File: src/rtl/xnor_cmp_pkg.sv
// rtl/xnor_cmp_pkg.sv - shared types and width helpers for the bit-serial compare scheduler
package xnor_cmp_pkg;

  typedef enum logic [1:0] {
    IDLE    = 2'd0,
    COMPARE = 2'd1,
    RESP    = 2'd2
  } state_t;

  // Requester-ID width; never narrower than one bit
  function automatic int calc_idw(input int n_req);
    return ($clog2(n_req) < 1) ? 1 : $clog2(n_req);
  endfunction

  // Bit-index width; never narrower than one bit
  function automatic int calc_bw(input int width);
    return ($clog2(width) < 1) ? 1 : $clog2(width);
  endfunction

endpackage

File: src/rtl/xnor_cmp_scheduler_ex_nor_gate.sv
// rtl/xnor_cmp_scheduler_ex_nor_gate.sv - single 1-bit XNOR cell shared by all requesters
module EX_NOR_GATE (
  output logic Y,
  input  logic A,
  input  logic B
);

  // Y is high when the two operand bits agree
  assign Y = ~(A ^ B);

endmodule

File: src/rtl/xnor_cmp_scheduler.sv
// rtl/xnor_cmp_scheduler.sv - round-robin bit-serial equality compare through one XNOR cell
module xnor_cmp_scheduler
  import xnor_cmp_pkg::*;
#(
  parameter  int WIDTH = 8,
  parameter  int N_REQ = 2,
  localparam int IDW   = calc_idw(N_REQ),
  localparam int BW    = calc_bw(WIDTH)
) (
  input  logic                   CLK,
  input  logic                   RST_N,
  input  logic [N_REQ-1:0]       REQ_VALID,
  output logic [N_REQ-1:0]       REQ_READY,
  input  logic [N_REQ*WIDTH-1:0] REQ_A,
  input  logic [N_REQ*WIDTH-1:0] REQ_B,
  output logic                   RSP_VALID,
  input  logic                   RSP_READY,
  output logic                   RSP_EQ,
  output logic [IDW-1:0]         RSP_ID,
  output logic [BW-1:0]          RSP_IDX,
  output logic                   BUSY
);

  state_t           r_state;
  logic [WIDTH-1:0] r_a_sh;
  logic [WIDTH-1:0] r_b_sh;
  logic [BW-1:0]    r_cnt;
  logic [IDW-1:0]   r_id;
  logic [IDW-1:0]   r_last;
  logic             r_rsp_valid;
  logic             r_rsp_eq;
  logic [BW-1:0]    r_rsp_idx;
  logic             r_busy;

  logic [N_REQ-1:0] w_grant;
  logic [IDW-1:0]   w_gid;
  logic             w_any;
  logic             w_bit_eq;
  logic             w_last_bit;

  // Round-robin pick: first valid requester starting just after the last one served
  always_comb begin
    logic [IDW-1:0] cand;
    w_grant = '0;
    w_gid   = '0;
    w_any   = 1'b0;
    cand    = '0;
    for (int k = 1; k <= N_REQ; k++) begin
      cand = IDW'((int'(r_last) + k) % N_REQ);
      if (!w_any && REQ_VALID[cand]) begin
        w_grant[cand] = 1'b1;
        w_gid         = cand;
        w_any         = 1'b1;
      end
    end
  end

  // Grant is only offered while idle and out of reset, so it can never overlap a response
  assign REQ_READY = w_grant & {N_REQ{RST_N}} & {N_REQ{r_state == IDLE}};

  EX_NOR_GATE u_xnor (
    .Y (w_bit_eq),
    .A (r_a_sh[0]),
    .B (r_b_sh[0])
  );

  assign w_last_bit = (r_cnt == BW'(WIDTH - 1));

  // Control FSM: accept, walk bits LSB-first with early exit, hold response until taken
  always_ff @(posedge CLK or negedge RST_N) begin
    if (!RST_N) begin
      r_state     <= IDLE;
      r_a_sh      <= '0;
      r_b_sh      <= '0;
      r_cnt       <= '0;
      r_id        <= '0;
      r_last      <= IDW'(N_REQ - 1);
      r_rsp_valid <= 1'b0;
      r_rsp_eq    <= 1'b0;
      r_rsp_idx   <= '0;
      r_busy      <= 1'b0;
    end else begin
      case (r_state)
        IDLE: begin
          if (w_any) begin
            r_a_sh  <= REQ_A[w_gid*WIDTH +: WIDTH];
            r_b_sh  <= REQ_B[w_gid*WIDTH +: WIDTH];
            r_id    <= w_gid;
            r_cnt   <= '0;
            r_busy  <= 1'b1;
            r_state <= COMPARE;
          end
        end
        COMPARE: begin
          if (!w_bit_eq) begin
            r_rsp_eq    <= 1'b0;
            r_rsp_idx   <= r_cnt;
            r_rsp_valid <= 1'b1;
            r_state     <= RESP;
          end else if (w_last_bit) begin
            r_rsp_eq    <= 1'b1;
            r_rsp_idx   <= '0;
            r_rsp_valid <= 1'b1;
            r_state     <= RESP;
          end else begin
            r_a_sh <= {1'b0, r_a_sh[WIDTH-1:1]};
            r_b_sh <= {1'b0, r_b_sh[WIDTH-1:1]};
            r_cnt  <= r_cnt + BW'(1);
          end
        end
        RESP: begin
          if (RSP_READY) begin
            r_last      <= r_id;
            r_rsp_valid <= 1'b0;
            r_busy      <= 1'b0;
            r_state     <= IDLE;
          end
        end
        default: begin
          r_rsp_valid <= 1'b0;
          r_busy      <= 1'b0;
          r_state     <= IDLE;
        end
      endcase
    end
  end

  assign RSP_VALID = r_rsp_valid;
  assign RSP_EQ    = r_rsp_eq;
  assign RSP_ID    = r_id;
  assign RSP_IDX   = r_rsp_idx;
  assign BUSY      = r_busy;

endmodule
File: config.mk
export PLATFORM = sky130hd
export DESIGN_NAME = xnor_cmp_scheduler
export DESIGN_NICKNAME = d
export VERILOG_FILES = /design/src/rtl/xnor_cmp_pkg.sv /design/src/rtl/xnor_cmp_scheduler_ex_nor_gate.sv /design/src/rtl/xnor_cmp_scheduler.sv
export SDC_FILE = /design/constraint.sdc
export NUM_CORES = 1
export LEC_CHECK = 0
export ABC_AREA = 0
export CORE_UTILIZATION = 30
export CTS_CLUSTER_DIAMETER = 120
export DETAILED_ROUTE_END_ITERATION = 6
export SETUP_SLACK_MARGIN = 0.3
export SLEW_MARGIN = 20
export SYNTH_ARGS = -nofsm -noshare
export SYNTH_HDL_FRONTEND = slang
export SYNTH_SLANG_ARGS = --single-unit
File: constraint.sdc
create_clock -name CLK -period 2.3 [get_ports CLK]
set_input_delay 0.345 -clock CLK [delete_from_list [all_inputs] [get_ports CLK]]
set_output_delay 0.345 -clock CLK [all_outputs]
set_load 0.02 [all_outputs]
==> impl_results.md <==
- Status: completed
- PwrDens: approximately 1200 nW/µm²
- Number of max-cap violations: 0
- Die X: 72.3 µm
- Placed cell count: roughly 270
- CTS tree: yes
- First-pass GRT wire length: ~5600 µm
- Fin nets: about 250
- RSZ-0062 raised after global routing: no
- Post-CTS setup buffer count: 0
- Largest net degree at the start of global routing: 33
- Layer with the highest usage: met2
- CORE AREA: 4720 µm²
- Post-Syn Area per Cell: approximately 9.4 µm²
- Fmax: approximately 0.53 GHz
- Setup crit start kind: flop
- # IOs: 46
- FF+latch count, synth: 29
- Tmin final: 1880 ps
- Port bufs: 45
- Overall Power: approximately 0.0026 W
- Hold Crit Start: BUSY
- Most frequent cells in the layout: clkdlybuf4s50_1 (43), a21oi_1 (31), dfrtp_1 (28)
- Layout Cells excl Fill: 273
- Met1 Usage GRT: 0.179
- Post-synthesis sequential area ratio: 0.491
- Max VDD drop: between 400 and 500 µV
- Worst hold path type: flop to flop
- Post-synthesis net count: 197
- Clk Latency, worst-skew pair: between 200 and 300 ps
- Antenna violations before repair: 0
- Yosys cell types: 27
- Clock buffer depth: 2
- Initial core utilization: 0.314
- Post-Layout Inst Area: 2080 µm²
- Met3 Use GR: 0.0444
- Detailed placer's ending HPWL: between 2000 and 2500 µm
- First-pass DRT Iterations: 4
- Synthesis-to-layout area growth: 40.3%
- Req. time, crit path: approximately 2000 ps
- Worst EP arrival: about 1500 ps
- Setup Skew: approximately 4.5 ps
- RePlAce Congestion: about 0.7
- Synth Instances: around 160
- Remaining global-route overflow: 0
- ANT cells: 0
- Critical Path End Type: output pin
- Top-area cell type share of the netlist area: 0.473
- Headroom to the max-slew limit: 0.627
- Detailed Route WL: roughly 3500 µm
- Residual DRC count: 0
- CTS sink count: 29
- ANT nets after route: 0
- WL/cell: between 10 and 15 µm
- GRT Resource Usage Total: 0.144
- Crit Path Class: flop to output pin
- GR Util met2: 0.225
- Reg2Reg Setup Slack: roughly 650 ps
- Worst-path fanout max: 7
- Syn Std Cell Area: around 1500 µm²
- Die Ht: 72.3 µm
- Clk root buf: clkbuf_8
- DR vias/cell: roughly 4.7
- Worst R2R End: r_a_sh[1]
- # setup viols final: 0
- Hold_buf cts: 0
- Pins Over Slew Limit: 0
- Share of layout cells above drive strength 1: 0.0777
- Worst-path clk slew: ~60 ps
- Ys Warns: 0
- Hold endpoint: BUSY
- R2R cell count: 6
- Commonest non-fill, non-tap cell in the layout: clkdlybuf4s50_1
- RR Startpoint: r_cnt[0]
- DR vias: around 1300
- H-tree levels: 2
- Yosys top cell by area: dfrtp_1
- Hold depth: 2
- Number of global-route vias before repair: between 1000 and 1500
- Area contributors post-synth: dfrtp_1 (47%), a21oi_1 (10%), o2bb2ai_1 (7.1%), nand2_1 (5.8%), nor2_1 (4.6%)
- Cts bufs inserted: 5
- Area of the die: roughly 5200 µm²
- FP Rows: 25
- Area after DPL: between 1500 and 2000 µm²
- Final Hold Violating Endpoints: 0
- DRT iter0 DRCs: 43
- Fin Setup TNS: 0 ps
- Fin crit share: 0.815
- Slew at the pin closest to its max-slew limit: ~560 ps
- P_leak: around 0.9 nW
==> where the power goes <==
group | switching, W | internal, W | total, W
Sequential | 0.000162 | 0.000756 | 0.000918
Combinational | 0.000705 | 0.000546 | 0.00125
Clock | 0.000179 | 0.000237 | 0.000415
Total | 0.00105 | 0.00154 | 0.00258
==> worst max path at each step <==
stage                  from            to  slack (ps)  cells after the start
2_1_floorplan    r_state[1]  REQ_READY[0]         860                      3
3_3_place_gp   REQ_VALID[1]  REQ_READY[1]         190                      4
3_5_place_dp   REQ_VALID[1]  REQ_READY[1]         180                      4
4_1_cts          r_state[1]  REQ_READY[0]         420                      4
5_1_grt          r_state[1]  REQ_READY[0]         320                      4
6_report         r_state[1]  REQ_READY[0]         420                      4
==> synth_stat cells <==
library cell,n
nor2_1,18
and3_1,1
clkbuf_8,1
dfrtp_1,28
mux2_2,1
nand3b_1,1
buf_2,2
a21bo_1,1
buf_4,3
dfstp_2,1
mux2i_1,2
o22ai_1,2
o2bb2ai_1,12
xnor2_1,1
or2_1,1
nand2b_1,1
ha_1,2
nor2b_4,1
buf_6,2
inv_1,5
a21oi_1,31
a22o_1,6
a21boi_2,1
nand2_1,23
a32o_2,1
o21ai_0,4
nand3_1,6
==> sequential cells by signal (all words and copies together), names as in the netlist <==
signal     flops
r_a_sh         8
r_b_sh         8
RSP_IDX        3
r_cnt          3
r_state        2
BUSY           1
RSP_EQ         1
RSP_ID         1
RSP_VALID      1
r_last         1
==> worst max-delay path: stages, from the launching register on <==
cell and delay (ps):
dfrtp_1 470, nor2_4 210, nand3_1 100, a21oi_1 120, dlygate4sd2_1 350
==> cell families after synthesis <==
kind of cell | after synthesis | share of synthesized area
simple gates | 52 | 0.151
flops | 29 | 0.491
mux | 3 | 0.0211
compound gates | 58 | 0.255
buf+inv | 13 | 0.0591
xor+xnor | 1 | 0.00591
fa+ha+maj | 2 | 0.0169
==> repair_timing <==
item | CTS | global route
gates resized for setup | 4 | 1
pin swaps | 0 | 0
hold endpoints to repair | 0 | 0
endpoints found under the setup margin | 2 | 1
==> stage by stage <==
step           hold WS (ps)  setup WS, ps   util
6_report                491           425  0.440
4_1_cts                 498           418  0.438
2_1_floorplan          49.4           856      -
3_3_place_gp            476           188  0.419
3_5_place_dp            481           182  0.419
5_1_grt                 516           320  0.440
==> routing by layer <==
layer | vias up | wire length, µm
met5 | - | 0
met4 | 0 | 75
met3 | 5 | 164
met2 | 35 | 1580
met1 | 603 | 1640
li1 | 652 | -
==> final cells by class <==
cell class / count / area (µm²)
Clock buffer: 7 / 86.3
Fill cell: 489 / 2650
Inverter: 5 / 18.8
Multi-Input combinational cell: 116 / 684
Sequential cell: 29 / 727
Tap cell: 67 / 83.8
Timing Repair Buffer: 49 / 478
(Power assumes the default switching activity.)
